**src/rtl/ram8_pkg.sv**
```systemverilog
// Shared sizing and state encoding for the RAM8 word store and its clear sequencer.
package ram8_pkg;

    localparam int WIDTH_DEFAULT = 16;
    localparam int DEPTH         = 8;
    localparam int ADDR_W        = 3;

    typedef enum logic {
        IDLE     = 1'b0,
        CLEARING = 1'b1
    } state_t;

endpackage

```
**src/rtl/ram8_mux8way16.sv**
```systemverilog
// Eight-way word multiplexer used as the RAM8 read path.
module Mux8Way16 #(
    parameter int WIDTH = 16
) (
    input  logic [WIDTH-1:0] a,
    input  logic [WIDTH-1:0] b,
    input  logic [WIDTH-1:0] c,
    input  logic [WIDTH-1:0] d,
    input  logic [WIDTH-1:0] e,
    input  logic [WIDTH-1:0] f,
    input  logic [WIDTH-1:0] g,
    input  logic [WIDTH-1:0] h,
    input  logic [2:0]       sel,
    output logic [WIDTH-1:0] out
);

    always_comb begin
        out = a;
        case (sel)
            3'd0:    out = a;
            3'd1:    out = b;
            3'd2:    out = c;
            3'd3:    out = d;
            3'd4:    out = e;
            3'd5:    out = f;
            3'd6:    out = g;
            3'd7:    out = h;
            default: out = a;
        endcase
    end

endmodule

```
**src/rtl/ram8.sv**
```systemverilog
// Eight-word RAM with a self-timed clear sequencer that rewrites every word over eight cycles.
// Define RAM8_BYPASS_EN to forward write data straight to out during an accepted write.
import ram8_pkg::*;

module ram8 #(
    parameter int               WIDTH       = WIDTH_DEFAULT,
    parameter logic [WIDTH-1:0] CLEAR_VALUE = '0
) (
    input  logic              clk,
    input  logic              reset,
    input  logic [WIDTH-1:0]  in,
    input  logic              load,
    input  logic [ADDR_W-1:0] address,
    input  logic              clear,
    output logic [WIDTH-1:0]  out,
    output logic              busy
);

    logic [WIDTH-1:0]  mem [DEPTH];
    logic [ADDR_W-1:0] cnt;
    state_t            state;
    logic [WIDTH-1:0]  mux_out;

    // Clear wins over load in IDLE; while clearing, both requests are simply ignored.
    always_ff @(posedge clk) begin
        if (reset) begin
            for (int i = 0; i < DEPTH; i++) begin
                mem[i] <= '0;
            end
            state <= IDLE;
            cnt   <= '0;
            busy  <= 1'b0;
        end else begin
            case (state)
                IDLE: begin
                    if (clear) begin
                        state <= CLEARING;
                        cnt   <= '0;
                        busy  <= 1'b1;
                    end else if (load) begin
                        mem[address] <= in;
                    end
                end
                CLEARING: begin
                    mem[cnt] <= CLEAR_VALUE;
                    if (cnt == ADDR_W'(DEPTH - 1)) begin
                        state <= IDLE;
                        cnt   <= '0;
                        busy  <= 1'b0;
                    end else begin
                        cnt <= cnt + ADDR_W'(1);
                    end
                end
                default: begin
                    state <= IDLE;
                    cnt   <= '0;
                    busy  <= 1'b0;
                end
            endcase
        end
    end

    Mux8Way16 #(
        .WIDTH(WIDTH)
    ) u_read_mux (
        .a  (mem[0]),
        .b  (mem[1]),
        .c  (mem[2]),
        .d  (mem[3]),
        .e  (mem[4]),
        .f  (mem[5]),
        .g  (mem[6]),
        .h  (mem[7]),
        .sel(address),
        .out(mux_out)
    );

`ifdef RAM8_BYPASS_EN
    // Forward only writes that will actually be accepted at the coming edge.
    assign out = (load && !busy && !clear && !reset) ? in : mux_out;
`else
    assign out = mux_out;
`endif

endmodule

```
**config.mk**
```make
export PLATFORM = sky130hd
export DESIGN_NAME = ram8
export DESIGN_NICKNAME = d
export VERILOG_FILES = /design/src/rtl/ram8_pkg.sv /design/src/rtl/ram8_mux8way16.sv /design/src/rtl/ram8.sv
export SDC_FILE = /design/constraint.sdc
export NUM_CORES = 1
export LEC_CHECK = 0
export CORE_MARGIN = 2
export CORE_UTILIZATION = 57
export DETAILED_ROUTE_END_ITERATION = 10
export MAX_ROUTING_LAYER = met4
export PLACE_DENSITY = 0.86
export SLEW_MARGIN = 20
export SYNTH_ARGS = -nofsm -noshare
export SYNTH_HDL_FRONTEND = slang
export SYNTH_SLANG_ARGS = --single-unit
```
**constraint.sdc**
```tcl
create_clock -name clk -period 5.8 [get_ports clk]
set_clock_uncertainty 0.15 [all_clocks]
set_input_delay 1.16 -clock clk [delete_from_list [all_inputs] [get_ports clk]]
set_output_delay 1.16 -clock clk [all_outputs]
set_load 0.01 [all_outputs]
```
==> results of run 1 <==
## worst max-delay path: cells and delay by family
family,cells,cell delay [ns]
AND/OR/NAND/NOR,2,0.89
buffers and inverters,2,1.31
AO/OA/AOI/OAI,2,0.34
## routing by layer
metal / wire [µm] / share of wire / vias to the layer above / global-route usage
li1: - / - / 1897 / -
met1: 5592 / 0.36 / 2106 / 0.3673
met2: 7531 / 0.49 / 329 / 0.4643
met3: 1796 / 0.12 / 61 / 0.06438
met4: 574 / 0.037 / 0 / 0.1410
met5: 0 / 0 / - / -
## worst paths after layout
kind                             endpoint  slack [ns]  cells past startpoint  startpoint
worst max-delay path              out[12]        0.78                      6  address[1]
worst max register to register  mem[6][6]        2.84                      4       state
worst min-delay path                 busy        0.31                      2        busy
worst min register to register       busy        0.31                      2        busy
## synthesized netlist by cell type, drive strengths merged, types with 3 or more instances
library cell / number / area share
mux2: 3 / 0.0057
a31oi: 9 / 0.0094
inv: 3 / 0.0019
buf: 17 / 0.019
nand2b: 28 / 0.029
a22oi: 19 / 0.024
a22o: 3 / 0.0044
nand2: 42 / 0.031
a21oi: 19 / 0.018
nand3: 10 / 0.0084
nor2b: 4 / 0.0042
a21o: 10 / 0.013
edfxtp: 128 / 0.64
dfxtp: 5 / 0.017
a221oi: 3 / 0.0044
nor3b: 3 / 0.0038
mux2i: 20 / 0.033
nor2: 156 / 0.098
clkbuf: 12 / 0.0075
## flip-flops by register name, indices dropped and copies added, names as in the netlist
name   count
busy       1
mem      128
cnt        3
state      1
## power groups by stage
stage / combinational (mW) / sequential, mW / clock, mW
final: 0.219 / 1.11 / 1.08
after global placement: 0.205 / 1.13 / 0
after CTS: 0.215 / 1.11 / 1.07
after floorplan: 0.123 / 1.13 / 0
after global routing: 0.232 / 1.12 / 1.11
after detailed placement: 0.211 / 1.13 / 0
## cell usage in the layout (no fill, tap or decap), types with 2 or more instances in the layout
cell type / count
a31oi_1: 9
nand2_1: 38
nand3_1: 10
a22oi_1: 19
dfxtp_1: 5
nand2b_1: 28
nor3b_1: 3
clkdlybuf4s50_1: 38
a21oi_1: 18
clkinv_4: 4
clkbuf_16: 16
inv_6: 3
nor2_1: 155
a22o_1: 3
nand2_4: 4
clkinv_2: 4
mux2_2: 3
mux2i_1: 20
inv_1: 3
a221oi_1: 3
buf_4: 15
o22ai_1: 2
nor2b_1: 4
edfxtp_1: 128
a21o_1: 10
ha_1: 2
bufinv_16: 3
o21ai_0: 2
## stage by stage
stage | total power [mW] | area [µm²] | hold WS, ns | util
finish | 2.409 | 7082 | 0.3125 | 0.6922
global route | 2.456 | 7082 | 0.3762 | 0.6922
CTS | 2.401 | 7082 | 0.3193 | 0.6922
detailed placement | 1.343 | 6489 | 0.3098 | 0.6342
global placement | 1.334 | 6489 | 0.2957 | 0.6342
floorplan | 1.249 | 5977 | 0.3305 | -
## cell type report
class | instances | area, µm²
inverters | 3 | 11.26
clock buffers | 17 | 414.1
fillers | 674 | 3149
well taps | 136 | 170.2
clock inverters | 15 | 178.9
flip-flops and latches | 133 | 3944
multi-input cells | 345 | 1866
repair buffers | 54 | 498.0
## kinds of logic after synthesis
family | share of synthesized area
fa+ha+maj | 0.004186
mux | 0.04291
simple gates | 0.1830
compound gates | 0.08206
flops | 0.6598
buf+inv | 0.02805
==> metrics.md, run 1 <==
| Metric | Value |
|---|---|
| Status | `completed` |
| Least-Margin Pin Slew | `roughly 1.1 ns` |
| Clock latency on the worst-skew pair | `~0.53 ns` |
| Most used cell, CP | `clkdlybuf4s50_1` |
| Cells after synthesis | `510` |
| Final std cells w/o fill | `~700` |
| Fin nets | `579` |
| P_int | `between 1.5 and 2 mW` |
| Fin crit period | `~5.0 ns` |
| Antenna violations before repair | `0` |
| Worst Path Arrival | `approximately 3.7 ns` |
| Num rows | `37` |
| Peak Freq | `between 0.15 and 0.2 GHz` |
| Kind of critical path | `in2out` |
| 1st-pass router iterations | `5` |
| Largest net degree at the start of global routing | `37` |
| Worst path slowest cell | `clkdlybuf4s50_1` |
| Clock network power share | `0.447` |
| Syn_area_per_cell | `about 12 µm²` |
| CTS root buffer | `clkbuf_8` |
| Combinational share of power | `0.091` |
| Synth Net Count | `roughly 540` |
| Post-DP HPWL | `8965 µm` |
| Critical-path maximum fanout | `14` |
| Placed cells | `between 600 and 700` |
| Iteration-0 DRC Markers | `603` |
| Post-DRT Antenna Nets | `0` |
| Final WS setup | `0.7827 ns` |
| Area delta synth->final | `18.48%` |
| # resized after CTS | `0` |
| Unrepaired setup endpoints after global routing | `false` |
| DIE AREA | `approximately 0.011 mm²` |
| Psw | `about 570 µW` |
| DP Worst Slack | `0.9070 ns` |
| Post-CTS setup buffers | `0` |
| Class of the worst hold path | `reg2reg` |
| Clock slew at reported path FFs | `approximately 0.060 ns` |
| Max VDD drop | `0.0001786 V` |
| Maximum clock path buffer count | `2` |
| Mapped cell area | `~0.006 mm²` |
| Ys async rst share | `0` |
| Worst Path Required | `between 4 and 5 ns` |
| Crit-path cells | `clkdlybuf4s50_1, nor2b_1, and2_1, a22oi_1, a31oi_1, clkdlybuf4s50_1` |
| Max Cap Viol | `0` |
| CTS H-tree lvls | `4` |
| Synth Register Bits | `133` |
| Via count of the first global-routing pass | `between 4000 and 5000` |
| Max-slew violations | `0` |
| Buffers on Ports | `39` |
| Core area | `roughly 0.010 mm²` |
| Register area share after synthesis | `0.6598` |
| Die X | `106.4 µm` |
| PD cells | `340.2 mW/mm²` |
| Routed vias | `roughly 4400` |
| YS warnings | `0` |
| Initial Util | `0.5842` |
| Routed Wire Length | `~15000 µm` |
| I/O pin count | `40` |
| Die H | `between 100 and 150 µm` |
| GRT Overall Usage | `0.2953` |
| DRC violations left | `0` |
| Worst Setup End Kind | `output pin` |
| Unique masters post-synth | `37` |
| Worst stage delay on the critical path | `0.72 ns` |
| Setup TNS | `0 ns` |
| Via density | `6.249` |
| Leakage | `between 2 and 3 nW` |
| Slew HR | `0.2580` |
| Period utilization | `0.8651` |
| Layout cells sized above 1 | `0.1041` |
| Sw Ratio | `0.2373` |
| First-pass GRT wire length | `about 24000 µm` |
| CTS tree | `built` |
| Fin. Hold Viols | `0` |
| Final setup vio count | `0` |
| Post-synth EDFFs | `~130` |
| Antenna diode count | `0` |
| Hold buffer count at cts | `0` |
| Crit path launch type | `primary input` |
| Final RePlAce weighted congestion | `roughly 0.87` |
| Remaining global-route overflow | `0` |
| CTS Sinks | `between 100 and 150` |
| Top FF cell, synth | `edfxtp_1` |
| Seq pwr share | `0.462` |
| Routed len/inst | `22.04 µm` |
| CTS Buf Count | `17` |
Note: power is estimated with default switching activity, not from simulation.
==> inputs of run 2 (changes only) <==
--- a/config.mk
+++ b/config.mk
@@ -5,6 +5,8 @@
 export SDC_FILE = /design/constraint.sdc
 export NUM_CORES = 1
 export LEC_CHECK = 0
+export CAP_MARGIN = 20
+export CORE_ASPECT_RATIO = 0.9
 export CORE_MARGIN = 2
 export CORE_UTILIZATION = 57
 export DETAILED_ROUTE_END_ITERATION = 10
==> metrics.md, run 2 (synthesized netlist as in run 1, its figures left out) <==
| Metric | Value |
|---|---|
| Via density | `6.197 (was 6.249)` |
| Combinational share of power | `0.091 (about the same)` |
| Number of flip-flops in the largest register | `128 (unchanged)` |
| PD cells | `333.7 mW/mm² (was 340.2 mW/mm²)` |
| Routed len/inst | `20.78 µm (was 22.04 µm)` |
| Routed Wire Length | `14380 µm (was 15490 µm)` |
| Most common cell after layout, fill and taps aside | `nor2_1 (unchanged)` |
| Crit path launch type | `primary input (unchanged)` |
| Antenna diode count | `0 (unchanged)` |
| Buffers on Ports | `39 (unchanged)` |
| Via count of the first global-routing pass | `4132 (was 4394)` |
| First-pass GRT wire length | `22430 µm (was 23560 µm)` |
| R2R Setup Slk | `2.47 ns (was 2.84 ns)` |
| Core area | `0.01025 mm² (was 0.01023 mm²)` |
| CTS Sinks | `133 (unchanged)` |
| Die X | `111.9 µm (was 106.4 µm)` |
| Setup TNS | `0 ns (unchanged)` |
| FF-to-FF Start | `state (unchanged)` |
| DIE AREA | `0.01132 mm² (about the same)` |
| Post-DP HPWL | `8986 µm (was 8965 µm)` |
| Worst Path Required | `4.49 ns (about the same)` |
| Busiest metal layer after global routing | `met2 (unchanged)` |
| Routed vias | `4288 (was 4393)` |
| Hold buffer count at cts | `0 (unchanged)` |
| Antenna violations before repair | `0 (unchanged)` |
| Max Cap Viol | `0 (unchanged)` |
| Post-CTS setup buffers | `0 (unchanged)` |
| Kind of critical path | `in2out (unchanged)` |
| Unrepaired setup endpoints after global routing | `false (unchanged)` |
| Post-DRT Antenna Nets | `0 (unchanged)` |
| Die H | `101.1 µm (was 106.4 µm)` |
| Final RePlAce weighted congestion | `0.8206 (was 0.8734)` |
| FILL cells | `690 (was 674)` |
| M3 GR Usage | `0.05625 (was 0.06438)` |
| Area delta synth->final | `17.35% (was 18.48%)` |
| Iteration-0 DRC Markers | `495 (was 603)` |
| CTS Buf Count | `17 (unchanged)` |
| Largest Register | `mem (unchanged)` |
| GRT Overall Usage | `0.2745 (was 0.2953)` |
| I/O pin count | `40 (unchanged)` |
| Leakage | `2.682 nW (was 2.720 nW)` |
| Clock latency on the worst-skew pair | `0.41 ns (was 0.53 ns)` |
| Hold Startpoint | `busy (unchanged)` |
| GR Layer Usage met1 | `0.3650 (was 0.3673)` |
| Worst R2R Path Depth | `5 (was 4)` |
| P_int | `1.745 mW (was 1.838 mW)` |
| 1st-pass router iterations | `5 (unchanged)` |
| Worst Setup End Kind | `output pin (unchanged)` |
| Clock network power share | `0.433 (was 0.447)` |
| Peak Freq | `0.1943 GHz (was 0.1993 GHz)` |
| Layout cells sized above 1 | `0.09591 (was 0.1041)` |
| CTS H-tree lvls | `4 (unchanged)` |
| Class of the worst hold path | `reg2reg (unchanged)` |
| Slew HR | `0.3694 (was 0.2580)` |
| Clock slew at reported path FFs | `0.06 ns (about the same)` |
| Status | `completed (unchanged)` |
| Finished Core Util | `0.6845 (was 0.6922)` |
| Max VDD drop | `0.0001950 V (was 0.0001786 V)` |
| Worst Path Arrival | `3.84 ns (was 3.71 ns)` |
| FF-to-FF End | `mem[7][10] (was mem[6][6])` |
| # resized after CTS | `0 (unchanged)` |
| Period utilization | `0.8875 (was 0.8651)` |
| Commonest cells after routing, fill and taps aside | `155 x nor2_1, 128 x edfxtp_1, 38 x nand2_1, 38 x clkdlybuf4s50_1, 28 x nand2b_1 (unchanged)` |
| Sw Ratio | `0.2544 (was 0.2373)` |
| Critical-path maximum fanout | `16 (was 14)` |
| Registers with the most flip-flops | `mem x128, cnt x3 (unchanged)` |
| Seq pwr share | `0.476 (was 0.462)` |
| Maximum clock path buffer count | `2 (unchanged)` |
| Least-Margin Pin Slew | `0.9459 ns (was 1.113 ns)` |
| WHS Endpoint | `busy (unchanged)` |
| Max-slew violations | `0 (unchanged)` |
| Fin. Hold Viols | `0 (unchanged)` |
| Num rows | `35 (was 37)` |
| DRC violations left | `0 (unchanged)` |
| Hold depth | `2 (unchanged)` |
| Largest net degree at the start of global routing | `34 (was 37)` |
| Initial Util | `0.5833 (was 0.5842)` |
| Remaining global-route overflow | `0 (unchanged)` |
| Final setup vio count | `0 (unchanged)` |
| Fin nets | `575 (was 579)` |
| CTS tree | `built (unchanged)` |
| Fin crit period | `5.148 ns (was 5.017 ns)` |
| CTS root buffer | `clkbuf_16 (was clkbuf_8)` |
| Psw | `595.4 µW (was 571.7 µW)` |
| Grt met2 use | `0.4145 (was 0.4643)` |
[run 2: cell count changes in the layout (fill, tap and decap cells not counted)]
cell / previous run / this run
inv_8: 0 / 3
clkinv_8: 0 / 1
clkinvlp_4: 1 / 2
bufinv_16: 3 / 0
clkinv_2: 4 / 0
clkbuf_16: 16 / 17
buf_4: 15 / 11
clkbuf_8: 1 / 0
inv_6: 3 / 7
clkinv_4: 4 / 1
clkinv_1: 0 / 1
[run 2: worst max-delay path, stage by stage]
cell and delay (ns):
clkdlybuf4s50_1 0.92, buf_4 0.27, nor2b_1 0.45, a22o_1 0.23, a21oi_1 0.06, a21oi_1 0.18, clkdlybuf4s50_1 0.56
[run 2: layout make-up]
cell class | count | area (µm²) | share of cell area
multi-input combinational | 345 | 1866 | 0.2660
clock inverter | 15 | 138.9 | 0.01980
timing repair buffer | 50 | 467.9 | 0.06671
tap | 129 | 161.4 | 0.02301
clock buffer | 17 | 425.4 | 0.06065
sequential | 133 | 3944 | 0.5623
inverter | 3 | 11.26 | 0.001605
[run 2: metrics by stage]
step / instances / hold slack (ns) / setup slack (ns) / cell area, µm² / power (mW)
2_1_floorplan: 510 / 0.3305 / 2.183 / 5977 / 1.249
3_3_place_gp: 660 / 0.2922 / 0.8174 / 6450 / 1.332
3_5_place_dp: 660 / 0.3084 / 0.7369 / 6450 / 1.340
4_1_cts: 692 / 0.3132 / 0.6998 / 7014 / 2.336
5_1_grt: 692 / 0.3444 / 0.5501 / 7014 / 2.403
6_report: 692 / 0.3112 / 0.6523 / 7014 / 2.341
[run 2: power by group through the flow]
stage / registers (mW) / logic (mW) / clock network [mW]
2_1_floorplan: 1.13 / 0.123 / 0
3_3_place_gp: 1.13 / 0.202 / 0
3_5_place_dp: 1.13 / 0.207 / 0
4_1_cts: 1.11 / 0.210 / 1.01
5_1_grt: 1.12 / 0.227 / 1.06
6_report: 1.11 / 0.213 / 1.01
[run 2: how the worst max path moves through the flow]
stage	cells after the start	start	to
finish	7	address[1]	out[0]
global route	6	address[1]	out[3]
detailed placement	7	address[1]	out[2]
CTS	6	address[1]	out[3]
global placement	7	address[1]	out[0]
floorplan	5	address[2]	out[11]
[run 2: per-layer routing]
| layer | vias up | share of wire |
|---|---|---|
| met4 | 0 | 0.025 |
| met1 | 2061 | 0.39 |
| met3 | 38 | 0.11 |
| met5 | - | 0 |
| met2 | 291 | 0.47 |
| li1 | 1898 | - |
==> inputs of run 3 (changes only) <==
--- a/config.mk
+++ b/config.mk
@@ -7,7 +7,6 @@
 export LEC_CHECK = 0
 export CAP_MARGIN = 20
 export CORE_ASPECT_RATIO = 0.9
-export CORE_MARGIN = 2
 export CORE_UTILIZATION = 57
 export DETAILED_ROUTE_END_ITERATION = 10
 export MAX_ROUTING_LAYER = met4
==> metrics.md, run 3 (synthesized netlist as in run 1, its figures left out) <==
| Metric | Value |
|---|---|
| CTS H-tree lvls | `4 (unchanged)` |
| Post-DRT Antenna Nets | `0 (unchanged)` |
| GRT Overall Usage | `0.3205 (was 0.2745)` |
| # resized after CTS | `0 (unchanged)` |
| Clock latency on the worst-skew pair | `0.42 ns (was 0.41 ns)` |
| Hold buffer count at cts | `0 (unchanged)` |
| Final WS setup | `0.6452 ns (was 0.6523 ns)` |
| Core area | `0.01020 mm² (was 0.01025 mm²)` |
| Die X | `109.9 µm (was 111.9 µm)` |
| Slew HR | `0.2940 (was 0.3694)` |
| Via density | `6.346 (was 6.197)` |
| Hold Startpoint | `busy (unchanged)` |
| Unrepaired setup endpoints after global routing | `false (unchanged)` |
| Remaining global-route overflow | `0 (unchanged)` |
| Number of flip-flops in the largest register | `128 (unchanged)` |
| FF-to-FF Start | `state (unchanged)` |
| Status | `completed (unchanged)` |
| Layout cells sized above 1 | `0.09735 (was 0.09591)` |
| I/O pin count | `40 (unchanged)` |
| Buffers on Ports | `39 (unchanged)` |
| CTS tree | `built (unchanged)` |
| CTS Sinks | `133 (unchanged)` |
| Worst Path Required | `4.49 ns (about the same)` |
| Critical-path maximum fanout | `16 (unchanged)` |
| Max Cap Viol | `0 (unchanged)` |
| Worst Path Arrival | `3.84 ns (about the same)` |
| Routed len/inst | `22.56 µm (was 20.78 µm)` |
| DRC violations left | `0 (unchanged)` |
| PD cells | `346.5 mW/mm² (was 333.7 mW/mm²)` |
| Post-CTS setup buffers | `0 (unchanged)` |
| Worst R2R Path Depth | `4 (was 5)` |
| Max VDD drop | `0.0001830 V (was 0.0001950 V)` |
| Critical path origin | `address[0] (was address[1])` |
| Registers with the most flip-flops | `mem x128, cnt x3 (unchanged)` |
| Via count of the first global-routing pass | `4355 (was 4132)` |
| Maximum clock path buffer count | `2 (unchanged)` |
| Die H | `99.15 µm (was 101.1 µm)` |
| Largest Register | `mem (unchanged)` |
| First-pass GRT wire length | `24070 µm (was 22430 µm)` |
| Hold depth | `2 (unchanged)` |
| DIE AREA | `0.01090 mm² (was 0.01132 mm²)` |
| Tot Pwr | `2.453 mW (was 2.341 mW)` |
| Initial Util | `0.5858 (was 0.5833)` |
| Setup TNS | `0 ns (unchanged)` |
| Kind of critical path | `in2out (unchanged)` |
| Fin nets | `577 (was 575)` |
| WHS | `0.3502 ns (was 0.3112 ns)` |
| Leakage | `2.713 nW (was 2.682 nW)` |
| Crit path launch type | `primary input (unchanged)` |
| Fin. Hold Viols | `0 (unchanged)` |
| Most common cell after layout, fill and taps aside | `nor2_1 (unchanged)` |
| CTS root buffer | `clkbuf_16 (unchanged)` |
| Largest net degree at the start of global routing | `31 (was 34)` |
| Commonest cells after routing, fill and taps aside | `155 x nor2_1, 128 x edfxtp_1, 38 x nand2_1, 38 x clkdlybuf4s50_1, 28 x nand2b_1 (unchanged)` |
| Routed Wire Length | `15660 µm (was 14380 µm)` |
| Iteration-0 DRC Markers | `637 (was 495)` |
| Max-slew violations | `0 (unchanged)` |
| Class of the worst hold path | `reg2reg (unchanged)` |
| Num rows | `35 (unchanged)` |
| Area delta synth->final | `18.42% (was 17.35%)` |
| Peak Freq | `0.1940 GHz (was 0.1943 GHz)` |
| Final RePlAce weighted congestion | `0.8291 (was 0.8206)` |
| Antenna diode count | `0 (unchanged)` |
| Post-DP HPWL | `9201 µm (was 8986 µm)` |
| Final setup vio count | `0 (unchanged)` |
| Least-Margin Pin Slew | `1.059 ns (was 0.9459 ns)` |
| 1st-pass router iterations | `8 (was 5)` |
| Clock slew at reported path FFs | `0.06 ns (about the same)` |
| Routed vias | `4404 (was 4288)` |
| Antenna violations before repair | `0 (unchanged)` |
| Fin crit period | `5.155 ns (was 5.148 ns)` |
| CTS Buf Count | `17 (unchanged)` |
| Worst Setup End Kind | `output pin (unchanged)` |
| DP Worst Slack | `0.7405 ns (was 0.7369 ns)` |
| Period utilization | `0.8888 (was 0.8875)` |
[run 3: cell type report]
class	count	area, µm²
fill	657	3126
timing repair buffer	52	483.0
sequential	133	3944
inverter	3	11.26
multi-input combinational	345	1866
clock buffer	17	425.4
clock inverter	15	187.7
tap	129	161.4
[run 3: per-stage QoR]
step,area (µm²),std cells,utilization
CTS,7078,694,0.6937
global placement,6465,662,0.6336
finish,7078,694,0.6937
detailed placement,6465,662,0.6336
floorplan,5977,510,-
global route,7078,694,0.6937
[run 3: worst max-delay path, stage by stage]
cell and delay, ns:
clkdlybuf4s50_1 0.70, buf_4 0.32, nor2_1 0.53, buf_4 0.26
a22oi_1 0.08, a31oi_1 0.23, clkdlybuf4s50_1 0.56
[run 3: metal layers]
metal,GRT usage,wire [µm],up-vias
met5,-,0,-
met4,0.1395,518,0
met3,0.06881,1823,59
met2,0.4990,7665,349
met1,0.4064,5650,2100
li1,-,-,1896
[run 3: power by group]
group	total, mW	switching (mW)	internal (mW)
clock network	1.12	0.406	0.713
registers	1.12	0.0166	1.10
logic	0.219	0.137	0.0816
total	2.45	0.560	1.89
[run 3: worst paths after layout]
check,end,slack [ns]
worst max register to register,mem[3][11],2.47
worst min-delay path,busy,0.35
worst max-delay path,out[6],0.65
worst min register to register,busy,0.35
